==> config.mk <==
export PLATFORM = sky130hd
export DESIGN_NAME = uart_rx_cfg
export DESIGN_NICKNAME = d
export VERILOG_FILES = /design/src/rtl/uart_rx_cfg.sv
export SDC_FILE = /design/constraint.sdc
export NUM_CORES = 1
export LEC_CHECK = 0
export CORE_UTILIZATION = 57
export CTS_CLUSTER_SIZE = 20
export DETAILED_ROUTE_END_ITERATION = 10
export PLACE_DENSITY_LB_ADDON = 0.3
export SLEW_MARGIN = 20
export SYNTH_ARGS = -nofsm -noshare
export SYNTH_HDL_FRONTEND = slang
export SYNTH_SLANG_ARGS = --single-unit
==> constraint.sdc <==
create_clock -name i_clk -period 3.8 [get_ports i_clk]
set_clock_uncertainty 0.05 [all_clocks]
set_input_delay 0.76 -clock i_clk [delete_from_list [all_inputs] [get_ports i_clk]]
set_output_delay 0.76 -clock i_clk [all_outputs]
set_load 0.05 [all_outputs]
==> src/rtl/uart_rx_cfg.sv <==
// uart_rx_cfg: configurable UART receiver (5-9 data bits, 1-2 stop bits) with valid/ready output.
// Parity bit support is compiled in only when UART_RX_PARITY_EN is defined.
module uart_rx_cfg #(
  parameter int CLK_PER_BIT = 4,
  parameter int DATA_BITS   = 8,
  parameter int STOP_BITS   = 1,
  parameter int PARITY      = 0
) (
  input  logic                 i_clk,
  input  logic                 i_rst,
  input  logic                 i_rx,
  output logic [DATA_BITS-1:0] o_data,
  output logic                 o_data_valid,
  input  logic                 i_data_rdy,
  output logic                 o_frame_err,
  output logic                 o_parity_err,
  output logic                 o_overrun,
  output logic                 o_busy
);

  localparam int CW = $clog2(CLK_PER_BIT);
  localparam int IW = $clog2(DATA_BITS);
  localparam logic [CW-1:0] HALF    = CW'(CLK_PER_BIT / 2);
  localparam logic [CW-1:0] LAST    = CW'(CLK_PER_BIT - 1);
  localparam logic [IW-1:0] LASTIDX = IW'(DATA_BITS - 1);
  localparam logic          LASTSTP = 1'(STOP_BITS - 1);

  generate
    if (CLK_PER_BIT < 4 || DATA_BITS < 5 || DATA_BITS > 9 ||
        STOP_BITS < 1 || STOP_BITS > 2 || PARITY < 0 || PARITY > 2) begin : g_badCfg
      $error("uart_rx_cfg: unsupported parameter set");
    end
  endgenerate

  typedef enum logic [2:0] {
    S_IDLE,
    S_START,
    S_DATA,
`ifdef UART_RX_PARITY_EN
    S_PARITY,
`endif
    S_STOP
  } state_t;

  state_t                 r_state;
  logic                   r_rxMeta;
  logic                   r_rxSync;
  logic [CW-1:0]          r_clkCnt;
  logic [IW-1:0]          r_idx;
  logic                   r_stopIdx;
  logic                   r_stopBad;
  logic [DATA_BITS-1:0]   r_shift;
  logic [DATA_BITS-1:0]   r_data;
  logic                   r_valid;
  logic                   r_frameErr;
  logic                   r_overrun;

  logic w_sample;
  logic w_bitEnd;
  logic w_stopLast;
  logic w_frameBad;
  logic w_parBad;

  assign w_sample   = (r_clkCnt == HALF);
  assign w_bitEnd   = (r_clkCnt == LAST);
  assign w_stopLast = (r_stopIdx == LASTSTP);
  assign w_frameBad = r_stopBad | ~r_rxSync;

`ifdef UART_RX_PARITY_EN
  localparam bit HAS_PAR = (PARITY != 0);
  localparam bit ODD_PAR = (PARITY == 1);
  logic r_parBad;
  logic r_parityErr;
  assign w_parBad     = r_parBad;
  assign o_parity_err = r_parityErr;
`else
  assign w_parBad     = 1'b0;
  assign o_parity_err = 1'b0;
`endif

  // Two-flop synchroniser; resets to the idle (high) line level so reset never looks like a start bit.
  always_ff @(posedge i_clk) begin
    if (i_rst) begin
      r_rxMeta <= 1'b1;
      r_rxSync <= 1'b1;
    end else begin
      r_rxMeta <= i_rx;
      r_rxSync <= r_rxMeta;
    end
  end

  // Receive FSM plus output register; reception never waits for the consumer.
  always_ff @(posedge i_clk) begin
    if (i_rst) begin
      r_state    <= S_IDLE;
      r_clkCnt   <= '0;
      r_idx      <= '0;
      r_stopIdx  <= 1'b0;
      r_stopBad  <= 1'b0;
      r_shift    <= '0;
      r_data     <= '0;
      r_valid    <= 1'b0;
      r_frameErr <= 1'b0;
      r_overrun  <= 1'b0;
`ifdef UART_RX_PARITY_EN
      r_parBad    <= 1'b0;
      r_parityErr <= 1'b0;
`endif
    end else begin
      r_frameErr <= 1'b0;
      r_overrun  <= 1'b0;
`ifdef UART_RX_PARITY_EN
      r_parityErr <= 1'b0;
`endif
      if (r_valid && i_data_rdy) begin
        r_valid <= 1'b0;
      end

      case (r_state)
        S_IDLE: begin
          r_clkCnt  <= '0;
          r_idx     <= '0;
          r_stopIdx <= 1'b0;
          r_stopBad <= 1'b0;
`ifdef UART_RX_PARITY_EN
          r_parBad  <= 1'b0;
`endif
          if (!r_rxSync) begin
            r_state <= S_START;
          end
        end

        S_START: begin
          if (w_sample && r_rxSync) begin
            r_state  <= S_IDLE;
            r_clkCnt <= '0;
          end else if (w_bitEnd) begin
            r_state  <= S_DATA;
            r_clkCnt <= '0;
          end else begin
            r_clkCnt <= r_clkCnt + CW'(1);
          end
        end

        S_DATA: begin
          if (w_sample) begin
            r_shift[r_idx] <= r_rxSync;
          end
          if (w_bitEnd) begin
            r_clkCnt <= '0;
            if (r_idx == LASTIDX) begin
`ifdef UART_RX_PARITY_EN
              r_state <= HAS_PAR ? S_PARITY : S_STOP;
`else
              r_state <= S_STOP;
`endif
            end else begin
              r_idx <= r_idx + IW'(1);
            end
          end else begin
            r_clkCnt <= r_clkCnt + CW'(1);
          end
        end

`ifdef UART_RX_PARITY_EN
        S_PARITY: begin
          if (w_sample) begin
            r_parBad <= ODD_PAR ? ~(^r_shift ^ r_rxSync) : (^r_shift ^ r_rxSync);
          end
          if (w_bitEnd) begin
            r_clkCnt <= '0;
            r_state  <= S_STOP;
          end else begin
            r_clkCnt <= r_clkCnt + CW'(1);
          end
        end
`endif

        S_STOP: begin
          // The last stop bit finishes at its sample point so a following start bit is never missed.
          if (w_sample && w_stopLast) begin
            r_state  <= S_IDLE;
            r_clkCnt <= '0;
            if (w_frameBad || w_parBad) begin
              r_frameErr <= w_frameBad;
`ifdef UART_RX_PARITY_EN
              r_parityErr <= w_parBad;
`endif
            end else if (!r_valid || i_data_rdy) begin
              r_data  <= r_shift;
              r_valid <= 1'b1;
            end else begin
              r_overrun <= 1'b1;
            end
          end else begin
            if (w_sample) begin
              r_stopBad <= w_frameBad;
            end
            if (w_bitEnd) begin
              r_clkCnt  <= '0;
              r_stopIdx <= 1'b1;
            end else begin
              r_clkCnt <= r_clkCnt + CW'(1);
            end
          end
        end

        default: begin
          r_state  <= S_IDLE;
          r_clkCnt <= '0;
        end
      endcase
    end
  end

  assign o_data       = r_data;
  assign o_data_valid = r_valid;
  assign o_frame_err  = r_frameErr;
  assign o_overrun    = r_overrun;
  assign o_busy       = (r_state != S_IDLE);

endmodule
======== After elaboration in Yosys (flattened, before gate mapping) ========
Index checks and enable logic that the tools add are counted.
word-level totals
  register bits after elaboration ......... 31
  output and inout bits ................... 13
operators by class
  add/subtract/negate cells ............... 2
  order comparisons ....................... 2
  equality and inequality tests ........... 15
  muxes and demuxes ....................... 30
  bitwise gates (word level) .............. 6
  reductions and logical operators ........ 18
operator list
  operator                                                            count
  2-to-1 mux 3 bit                                                    8
  inequality test 2 bit (second input constant)                       8
  2-to-1 mux 1 bit                                                    12
  case mux 3 bit (4 select lines)                                     1
  AND reduction 3 bit                                                 3
  bitwise mux 8 bit                                                   1
  equality test 3 x 2 -> 1 bit (second input constant)                2
  2-to-1 mux 2 bit                                                    3
  case mux 2 bit (3 select lines)                                     1
  case mux 3 bit (2 select lines)                                     1
  NOT 1 bit                                                           5
  AND reduction 5 bit                                                 1
  equality test 2 bit (second input constant)                         2
  logical AND 1 bit                                                   4
  < comparator 3 x 4 -> 1 bit (second input constant)                 1
  case mux 1 bit (2 select lines)                                     2
  AND reduction 4 bit                                                 1
  nonzero test 2 bit                                                  2
  OR reduction 4 bit                                                  1
  adder 3 x 1 -> 3 bit (second input constant)                        1
  demux 1 bit (select 3 bit)                                          1
  equality test 3 x 1 -> 1 bit (second input constant)                1
  equality test 3 bit (second input constant)                         1
  greater-or-equal comparator 3 x 1 -> 1 bit (second input constant)  1
  other kinds (9)                                                     9

======== Depth between registers and ports, before layout ========
Gate-level depths: netlist of run 1.
  depth after elaboration ................. 6
  gate-level depth with buffers ........... 7

======== Worst setup path after synthesis of run 1 ========
No wires, ideal clock.
  path type ............................... flip-flop to output port
  start ................................... reg r_state[0]
  end ..................................... out o_busy
  arrival ................................. 0.995 ns
  slack ................................... 1.995 ns
  stages on the path, launching flop included .. 4
  buffers on the path ..................... 2
  path through ............................ dfxtp_1 -> buf_2 -> buf_2 -> or2_2
between the ends
  cells in the longest elaborated chain, start to end .. 1
ends and longest elaborated chain
  what                    RTL line  source
  start, declared         45        state_t r_state;
  start signal, assigned  95        r_state <= S_IDLE;
  start signal, assigned  129       r_state <= S_START;
  start signal, assigned  135       r_state <= S_IDLE;
  nonzero test 3 bit      220       assign o_busy = (r_state != S_IDLE);
  end, declared           18        output logic o_busy
No other way between the ends.

======== Worst setup path in the final report of run 1 ========
Ends and elaborated chain as after synthesis.

==> impl_metrics.toml, run 1 <==
[timing]
fin_crit_sh = 0.742
setup_violations = 0
fmax_mhz = 355
setup-tns-final_ns = 0
maxSlewViolCount = 0
rsz0062_at_grt = "false"
finalHoldViolations = 0
min_period_ns = 2.82
slew_headroom = 0.621
worst_slew_pin_slew_ns = 0.568

[clock_network]
cts_made_buffers = 5
cts_tree = "built"
htreeDepth = 2
clk_pin_slew_worst_paths_ns = 0.09
root_buffer = "clkbuf_4"
clock_latency_ns = 0.33
cts_hold_buf = 0
cts_sinks = 30
clockBufferDepth = 2
cts_setup_buffers = 0
ctsResizeCount = 0

[worst_setup_path]
slowest_stage = "clkdlybuf4s50_1"
crit_path_start_kind = "flop"
required_ns = 2.99
worstSetupPathType = "flop to primary output"
critPathArrivalTime_ns = 2.01
crit_path_end_kind = "primary output"
worstPathMaxFanout = 20
crit_chain = "or2_2 -> clkdlybuf4s50_1"
critPathMaxStageDelay_ns = 0.79

[die]
rows = 16
core_um2 = 2060
die_h_um = 49.9
die_w_um = 49.9
fp.dieArea_um2 = 2490
start_util = 0.635
num_io_pins = 17

[logic_synthesis]
synthArstFlopShare = 0
yosys.area.top_type_share = 0.458
synth_top_flop_cell = "dfxtp_1"
ys_ff_latch = 30
synth_enable_flop_cells = 0
syn_avg_cell_area_um2 = 9.29
netlist_instances = 141
yosysSeqAreaShare = 0.458
synth_fp_nets = 149
ys_types = 31
synthTopCellsByArea = "dfxtp_1 46%, mux2i_1 12%, nand2_1 8.0%, ha_1 3.8%, nand3_1 2.3%"
synthesis.area_um2 = 1310
netlist_top_cells_count = "30 x dfxtp_1, 28 x nand2_1, 16 x mux2i_1, 6 x nand3_1"
yosys_warnings = 0
yosysMostFrequentCell = "dfxtp_1"
synth_area_leader_cell = "dfxtp_1"

[final_layout]
areaGrowthSynthToFinish_pct = 15.2
seq_area_um2 = 601
multiInputGateArea_um2 = 627
fillers = 149
fin_nets = 161
fin_cells = 181
drive_gt1_frac = 0.0844
diodes = 0

[global_route]
overflow = 0
grt_pass1_vias = 961
grtUsageTotal = 0.233
antenna_found_initial = 0
grt_pass1_wl_um = 4280
grt_max_degree = 21

[routing]
via_count = 1013
avgRoutedWirePerCell_um = 13.7
vias_per_cell = 5.60
ant_nets = 0
drt_iter0_drc = 25
drc_errors = 0
drt-total-wl_um = 2480
dr.pass1.iters = 4

[place]
place.gp.congestion = 0.793
dp_hpwl_um = 1680
io_buffers = 15
dp.cells = 173

[power_and_ir_drop]
p_leak_nw = 0.597
power.density_nw_per_um2 = 381
ir_drop_mv = 0.303

[run]
cap_violations = 0

[hold_path]
hp-class = "flop to flop"

[outcome]
outcome = "finished, final reports clean"
==> sequential cells by signal, indices dropped and copies added, names as in the netlist <==
register	count
o_data	8
o_data_valid	1
o_frame_err	1
o_overrun	1
r_clkCnt	2
r_idx	3
r_rxMeta	1
r_rxSync	1
r_shift	8
r_state	2
r_stopBad	1
r_stopIdx	1
==> cell families (layout without fill, tap and decap cells) <==
family | Yosys count | in the layout | synth area share
compound gates | 17 | 17 | 0.0812
fa+ha+maj | 4 | 4 | 0.0382
buf+inv | 15 | 28 | 0.0630
flops | 30 | 30 | 0.458
mux | 16 | 16 | 0.122
other cells | 1 | 1 | 0.00286
simple gates | 58 | 58 | 0.234
==> stage by stage <==
step | hold WS (ns) | power, W | instance area [µm²] | util | worst slack (ns)
6_report | 0.382 | 0.000575 | 1510 | 0.732 | 0.982
5_1_grt | 0.414 | 0.000599 | 1510 | 0.732 | 0.881
4_1_cts | 0.376 | 0.000580 | 1510 | 0.732 | 0.984
2_1_floorplan | 0.339 | 0.000343 | 1310 | - | 1.99
3_3_place_gp | 0.343 | 0.000347 | 1430 | 0.694 | 1.33
3_5_place_dp | 0.352 | 0.000348 | 1430 | 0.694 | 1.22
==> power breakdown <==
part	internal [W]	switching, W	leakage (nW)
clock network	0.000126	0.000108	0.0446
logic	0.00000795	0.0000134	0.310
registers	0.000316	0.00000373	0.242
==> layout by cell type, fill, tap and decap left out, types with 4 or more instances in the layout <==
master / synthesis / routed
clkbuf_4: 0 / 5
a21oi_1: 5 / 5
a31oi_1: 4 / 4
inv_1: 5 / 5
nand3_1: 6 / 6
ha_1: 4 / 4
mux2i_1: 16 / 16
clkdlybuf4s50_1: 0 / 15
nand2_1: 28 / 28
nor3_1: 4 / 4
dfxtp_1: 30 / 30
==> worst paths after layout <==
kind,startpoint,end,slack [ns],depth (start not counted)
worst min-delay path,r_rxMeta,r_rxSync,0.38,1
worst max-delay path,r_state[0],o_busy,0.98,2
worst min register to register,r_rxMeta,r_rxSync,0.38,1
worst max register to register,r_clkCnt[0],o_data[2],1.98,5
==> critical path, delay by kind of cell (launching register included) <==
family / cells / cell delay [ns]
and+or+nand+nor: 1 / 0.20
buffers and inverters: 1 / 0.79
DFF: 1 / 0.69
==> routing by layer <==
layer	global-route usage	share of wire	routed length (µm)	vias up
met2	0.385	0.49	1220	28
met3	0.0679	0.051	127	3
met4	0.100	0.011	26	0
met5	0	0	0	-
li1	-	-	-	505
met1	0.277	0.45	1110	477
==> cell type report <==
cell class	instances	area share
repair buffers	15	0.0995
multi-input cells	96	0.415
clock buffers	8	0.0522
flip-flops and latches	30	0.398
well taps	27	0.0224
inverters	5	0.0124
Power figures use the tool's default switching activity.
==> run 2: changes to the inputs <==
- CORE_UTILIZATION: 57 -> 53
- clock period: 3.8 -> 2.8 ns (I/O delays scaled with it)
==> impl_metrics.toml, run 2 (same netlist as run 1, synthesis figures left out) <==
[routing]
avgRoutedWirePerCell_um = 13.0
dr.pass1.iters = 4
ant_nets = 0
drt-total-wl_um = 2420
drc_errors = 0
vias_per_cell = 5.42
via_count = 1009
drt_iter0_drc = 36

[final_layout]
drive_gt1_frac = 0.101
final_cell_mix = "30 x dfxtp_1, 28 x nand2_1, 16 x mux2i_1"
seq_area_um2 = 601
fin_nets = 165
multiInputGateArea_um2 = 627
areaGrowthSynthToFinish_pct = 16.1
final_common_cell = "dfxtp_1"
diodes = 0
fillers = 185

[worst_setup_path]
regToRegSetupSlack_ns = 1.00
r2r-start = "r_clkCnt[0]"
worstReg2RegEnd = "o_data[0]"
required_ns = 2.19
crit_path_end_kind = "primary output"
worstPathMaxFanout = 2
worstSetupPathType = "flop to primary output"
crit_path_start_kind = "flop"
critPathArrivalTime_ns = 1.64
reg2reg_depth = 5

[timing]
fin_crit_sh = 0.802
slew_headroom = 0.668
setup-tns-final_ns = 0
worst_slew_pin_slew_ns = 0.496
finalHoldViolations = 0
setup_violations = 0
rsz0062_at_grt = "false"
min_period_ns = 2.25
fmax_mhz = 445
maxSlewViolCount = 0

[power_and_ir_drop]
power.density_nw_per_um2 = 483
p_leak_nw = 0.608
ir_drop_mv = 0.405
p_sw_frac = 0.232
p_switching_w = 0.000171
p_total_w = 0.000735
p_int_w = 0.000564
power_frac_clock = 0.364
pwr-share-comb = 0.050
seq_power_share = 0.586

[clock_network]
clockBufferDepth = 2
cts_hold_buf = 0
cts_setup_buffers = 0
htreeDepth = 2
clk_pin_slew_worst_paths_ns = 0.09
cts_tree = "built"
root_buffer = "clkbuf_4"
ctsResizeCount = 0
clock_latency_ns = 0.33
cts_made_buffers = 5
cts_sinks = 30

[place]
dp_hpwl_um = 1650
io_buffers = 15
place.gp.congestion = 0.813

[global_route]
grt_pass1_vias = 909
grt_max_degree = 20
overflow = 0
grtUsageTotal = 0.215
grt_pass1_wl_um = 3980
antenna_found_initial = 0

[die]
num_io_pins = 17
core_um2 = 2280
die_h_um = 51.7
fp.dieArea_um2 = 2670
die_w_um = 51.7
rows = 17
start_util = 0.576

[hold_path]
whs_endpoint = "r_rxSync"
min_from = "r_rxMeta"
hold-path-cell-count = 1
hp-class = "flop to flop"

[outcome]
outcome = "finished, final reports clean"

[run]
cap_violations = 0
run 2: changes by cell type in the layout (fill, tap and decap cells not counted):
cell,delta
buf_4,+4
clkinv_2,+1
clkbuf_8,-2
clkbuf_1,+1
run 2: through the flow:
stage	utilization	cell area, µm²	cells	hold slack, ns	setup slack [ns]
after global placement	0.642	1460	178	0.345	0.908
final	0.668	1520	186	0.364	0.554
after floorplan	-	1310	141	0.339	1.19
after detailed placement	0.642	1460	178	0.343	0.820
after global routing	0.668	1520	186	0.408	0.519
after CTS	0.668	1520	186	0.366	0.543
run 2: cell type report:
| cell class | count | area share |
|---|---|---|
| tap | 28 | 0.0230 |
| sequential | 30 | 0.395 |
| inverter | 5 | 0.0123 |
| timing repair buffer | 19 | 0.118 |
| clock inverter | 1 | 0.00329 |
| clock buffer | 7 | 0.0362 |
| multi-input combinational | 96 | 0.412 |
run 2: worst max path at each step:
stage,cells after the start,endpoint,startpoint
after floorplan,3,o_busy,r_state[0]
after global placement,4,o_data[1],i_data_rdy
after detailed placement,4,o_data[0],i_data_rdy
after CTS,2,o_busy,r_state[1]
after global routing,2,o_busy,r_state[1]
final,2,o_busy,r_state[1]
run 2: power by group through the flow:
stage,Clock (W),Sequential [W],Combinational [W]
floorplan,0,0.000440,0.0000254
global placement,0,0.000441,0.0000346
detailed placement,0,0.000441,0.0000357
CTS,0.000276,0.000431,0.0000360
global route,0.000296,0.000431,0.0000394
finish,0.000267,0.000431,0.0000364
run 2: per-layer routing:
metal  global-route usage  vias to the layer above  wire length [µm]
met5                    0                        -                 0
met4                0.140                        0                65
met3               0.0877                        8               133
met2                0.310                       28              1040
met1                0.261                      456              1180
li1                     -                      517                 -
run 2: worst max-delay path: stages (launching register included):
cell and delay [ns]:
dfxtp_1 0.32, or2_2 0.29, clkdlybuf4s50_1 0.70
==> RTL edit 1 (settings of run 2) <==
Re-encode `state_t` (4 states) as one-hot, 4 bits wide.
--- a/src/rtl/uart_rx_cfg.sv
+++ b/src/rtl/uart_rx_cfg.sv
@@ -34,6 +34,6 @@
 
-  typedef enum logic [2:0] {
-    S_IDLE,
-    S_START,
-    S_DATA,
+  typedef enum logic [3:0] {
+    S_IDLE  = 4'b0001,
+    S_START = 4'b0010,
+    S_DATA  = 4'b0100,
 `ifdef UART_RX_PARITY_EN
@@ -41,3 +41,3 @@
 `endif
-    S_STOP
+    S_STOP  = 4'b1000
   } state_t;
Function: same outputs for any inputs over 10 cycles, from zero or initial values and one cycle with i_rst high; not proved beyond that.
==> RTL edit 1 against run 2 <==
Synthesized area is 6.3% higher; critical path type unchanged; via count is 5.5% higher; routed wire length is 8.9% higher; sequential cell count is 2 higher; die area is 6.1% higher; register-to-register slack worse by 0.11 ns; highest routed layer unchanged; count of clock-buffer cells in the layout stayed put; design area is 9.1% higher; setup slack worse by 0.44 ns; critical path depth is 1 higher; non-clock buffer count is 3 lower.
Power is not compared: it rests on default switching activity, and its combinational part moved more than twofold at a synthesized area within 25%.
==> RTL edit 1: results (changes against run 2) <==
| Metric | Value |
|---|---|
| Status | `complete, no violations` |
| Worst setup slack after layout | `0.112 ns (-0.442 ns)` |
| Post-synth top cells | `32 x dfxtp_1, 17 x nor2_1, 16 x mux2i_1` |
| Mapped Cells | `144 (+2.1%)` |
| Dominant cells by area after synthesis | `dfxtp_1 46%, mux2i_1 12%, nor2_1 4.6%` |
| Synth Warn # | `0 (unchanged)` |
| Yosys cell types | `37 (+19%)` |
| Post-place instance area | `1560 sq um (+6.5%)` |
| Fill count | `217 (+17%)` |
| Share of the synthesized area in the top cell type | `46.0% (+0.16 points)` |
| Worst-skew pair later-pin latency | `0.33 ns (about the same)` |
| Leak | `0.673 nW` |
| Mapped Nets | `152 (+2.0%)` |
| GP Congestion | `0.764 (-5.9%)` |
| First-pass DRT Iterations | `4 (unchanged)` |
| Final wirelength | `2.64 mm (+8.9%)` |
| Layout cell share with drive strength beyond 1 | `9.94% (-0.19 points)` |
| Worst path max stage delay | `0.73 ns (+0.03 ns)` |
| Crit path max-delay cell type | `clkdlybuf4s50_1` |
| Main synth FF type | `dfxtp_1` |
| Starting DRC count in detailed routing | `23 (-36%)` |
| Post-synthesis sequential area ratio | `46.0% (+0.16 points)` |
| Crit path max fanout | `7 (+5)` |
| Total CTS buffers | `5 (unchanged)` |
| Diode count | `0 (unchanged)` |
| GRT Total Usage | `21.9% (+0.36 points)` |
| DR vias/cell | `5.57 (+2.7%)` |
| Number of global-route vias before repair | `1013 (+11%)` |
| Delay-heaviest family, CP | `buffers and inverters` |
| Clock Tree Buf Depth | `2 (unchanged)` |
| VDD IR max | `0.461 mV` |
| DP Worst Slack | `0.392 ns (-0.428 ns)` |
| Max_slew headroom | `50.8% (-16 points)` |
| # nets final | `168 (+1.8%)` |
| Worst EP arrival | `2.08 ns (+0.44 ns)` |
| Reg2Reg Setup Slack | `0.89 ns (-0.11 ns)` |
| WHS | `0.373 ns (+0.00946 ns)` |
| Global-route wire length before repair | `4.40 mm (+10%)` |
| Dpl hpwl | `1.87 mm (+13%)` |
| Largest net degree at the start of global routing | `22 (+10%)` |
| Via count | `1064 (+5.5%)` |
| Placed cells | `183 (+2.8%)` |
## RTL edit 1: cell types whose count changed in the layout (fill, tap and decap cells not counted), sizes merged, moves of 3 or more
cell,change
nor2,+15
buf,-3
and4b,-3
nor4b,+3
nand2,-18
nor3,+4
## RTL edit 1: layout make-up
| cell class | instances | area [sq um] | share of cell area [%] |
|---|---|---|---|
| clock inverters | 1 | 30.0 | 1.81 |
| well taps | 30 | 37.5 | 2.26 |
| inverters | 4 | 15.0 | 0.904 |
| flip-flops and latches | 32 | 641 | 38.6 |
| repair buffers | 16 | 158 | 9.50 |
| multi-input cells | 101 | 714 | 43.0 |
| clock buffers | 7 | 65.1 | 3.92 |
## RTL edit 1: power breakdown
group          internal (mW)  leakage, nW  switching, mW
clock                  0.237       0.0515          0.149
sequential             0.462        0.258         0.0181
combinational         0.0432        0.363         0.0580
total                  0.742        0.673          0.225
## RTL edit 1: timing repair
action | in CTS | in global routing
gates resized for setup | 1 | 0
endpoints found under the setup margin | 1 | 0
buffers inserted | 0 | 0
## RTL edit 1: routing by layer
layer	global-route usage [%]	up-vias	part of all wire, %
met4	9.65	0	0.80
met1	25.2	505	43
met2	36.7	19	52
met5	0	-	0
li1	-	538	-
met3	6.61	2	4.2
## RTL edit 1: final timing paths
path | cells past startpoint | from | to
worst max-delay path | 3 | r_state[1] | o_busy
worst min register to register | 1 | r_rxMeta | r_rxSync
worst min-delay path | 1 | r_rxMeta | r_rxSync
worst max register to register | 4 | r_state[3] | o_data[3]
## RTL edit 1: logic make-up (layout without fill, tap and decap cells)
family                     after synthesis  after routing  synth area share [%]
adders and majority gates                4              4                  3.59
buffers and inverters                   11             28                  3.32
muxes                                   16             16                  11.5
AOI/OAI and AO/OA                       16             16                  7.82
and+or+nand+nor                         64             64                  27.5
DFF                                     32             32                  46.0
other                                    1              1                 0.269
==> RTL edit 2 (settings of run 2) <==
Made on the original files. `CLK_PER_BIT`: 4 -> 8.
--- a/src/rtl/uart_rx_cfg.sv
+++ b/src/rtl/uart_rx_cfg.sv
@@ -3,3 +3,3 @@
 module uart_rx_cfg #(
-  parameter int CLK_PER_BIT = 4,
+  parameter int CLK_PER_BIT = 8,
   parameter int DATA_BITS   = 8,
Check against the original RTL: not equivalent (a bounded check fails within 10 cycles, from zero or initial values and one cycle with i_rst high).
==> RTL edit 2 against run 2 <==
Design area increased by 12%; sequential cell count up 1; register-to-register slack gained 0.18 ns; routed wire length rose by 12%; synthesized area is 13% higher; non-clock buffer count decreased by 1; power rose by 16%; clock power is 39% higher; setup slack lost 0.014 ns; hold slack gained 0.015 ns; first-iteration DRC count shrank 53%; critical path type unchanged; critical endpoint unchanged; largest power group unchanged; highest routed layer unchanged.
==> RTL edit 2: results (changes against run 2) <==
| Metric | Value |
|---|---|
| First-pass DRT Iterations | `4 (unchanged)` |
| Mean instance size in the synthesized netlist | `10.1 sq um (+8.2%)` |
| Delay-heaviest family, CP | `buffers and inverters` |
| Post-CTS Repair Setup Buffers | `0 (unchanged)` |
| Dominant cells by area after synthesis | `dfxtp_1 42%, mux2i_1 11%, nand2b_1 8.0%` |
| GP Congestion | `0.762 (-6.3%)` |
| Status | `complete, no violations` |
| Starting DRC count in detailed routing | `17 (-53%)` |
| H-tree Lvls | `2 (unchanged)` |
| Mapped Nets | `156 (+4.7%)` |
| Antenna violations before repair | `0 (unchanged)` |
| Post-synth top cells | `31 x dfxtp_1, 19 x nand2b_1, 16 x mux2i_1` |
| Cell count of the worst reg-to-reg path | `5 (unchanged)` |
| Number of global-route vias before repair | `977 (+7.5%)` |
| Worst path max stage delay | `0.70 ns (about the same)` |
| Post-CTS sizing | `0 (unchanged)` |
| Worst min path class | `reg -> reg` |
| Crit path max-delay cell type | `clkdlybuf4s50_1` |
| Fill count | `212 (+15%)` |
| Clock Tree Buf Depth | `2 (unchanged)` |
| Via count | `1096 (+8.6%)` |
| Leak | `0.661 nW (+8.9%)` |
| Dpl hpwl | `1.87 mm (+14%)` |
| Largest net degree at the start of global routing | `19 (-5.0%)` |
| CTS clk-pin slew, worst paths | `0.10 ns` |
| Crit path max fanout | `2 (unchanged)` |
| Asr flop ratio synth | `0% (unchanged)` |
| Power Total | `0.855 mW (+16%)` |
| Worst slew pin tran | `0.540 ns (+0.0438 ns)` |
| # nets final | `168 (+1.8%)` |
| Final wirelength | `2.72 mm (+12%)` |
| Diode count | `0 (unchanged)` |
| Yosys cell types | `37 (+19%)` |
| Post-synthesis sequential area ratio | `42.0% (-3.8 points)` |
| Total CTS buffers | `5 (unchanged)` |
| Hold Path Cell Cnt | `1 (unchanged)` |
| Placed cells | `182 (+2.2%)` |
| Synth Warn # | `0 (unchanged)` |
| Layout cell share with drive strength beyond 1 | `16.3% (+6.1 points)` |
| Main synth FF type | `dfxtp_1` |
| GRT Total Usage | `21.4% (-0.14 points)` |
| Worst-skew pair later-pin latency | `~0.34 ns` |
| CTS Root Cell | `clkbuf_4` |
| Post-Layout Cell Count | `190 (+2.2%)` |
| Port Buffers | `15 (unchanged)` |
| VDD IR max | `0.527 mV (+30%)` |
| Worst EP arrival | `1.65 ns` |
| Global-route wire length before repair | `4.33 mm (+8.7%)` |
RTL edit 2: cell count changes in the layout (fill, tap and decap cells not counted), sizes merged, moves of 3 or more:
cell,delta
nand3,+3
o21ai,-3
nand2,-21
nand2b,+17
nor4b,+3
RTL edit 2: stage by stage:
step / area (sq um) / worst slack [ns]
global placement: 1620 / 0.775
CTS: 1710 / 0.525
finish: 1710 / 0.540
global route: 1710 / 0.502
floorplan: 1480 / 1.33
detailed placement: 1620 / 0.692
RTL edit 2: layout make-up:
type	instances	area share (%)
clock buffer	6	3.01
clock inverter	2	2.05
inverter	3	0.660
multi-input combinational	100	45.6
sequential	31	36.4
tap	30	2.20
timing repair buffer	18	10.1
RTL edit 2: power by group:
group	total (mW)	switching, mW	internal [mW]
clock network	0.370	0.159	0.211
registers	0.445	0.00197	0.443
logic	0.0399	0.0223	0.0176
RTL edit 2: layer usage:
metal,track usage [%],vias to the layer above,part of all wire [%]
met4,12.8,0,2.3
met5,0,-,0
li1,-,542,-
met1,26.5,522,46
met3,5.00,8,3.9
met2,33.1,24,48
RTL edit 2: kinds of logic (layout without fill, tap and decap cells):
kind of cell	Yosys count	after routing	share of synthesized area [%]
multiplexers	16	16	10.8
adder cells (fa/ha/maj)	5	5	4.23
other	1	1	0.254
buffers and inverters	16	29	5.33
AO/OA/AOI/OAI	14	14	6.61
flip-flops	31	31	42.0
AND/OR/NAND/NOR	64	64	30.7
RTL edit 2: path summary, 6_finish.rpt:
| path | from | end | slack (ns) |
|---|---|---|---|
| worst max-delay path | r_state[1] | o_busy | 0.54 |
| worst min register to register | r_rxMeta | r_rxSync | 0.38 |
| worst max register to register | r_clkCnt[0] | r_shift[4] | 1.18 |
| worst min-delay path | r_rxMeta | r_rxSync | 0.38 |
RTL edit 2: worst reg2reg max path, cell delays in order (launching register included):
cell,delay [ns]
dfxtp_1,0.35
inv_1,0.07
ha_1,0.31
nand4b_4,0.19
nor4b_2,0.32
mux2i_1,0.26
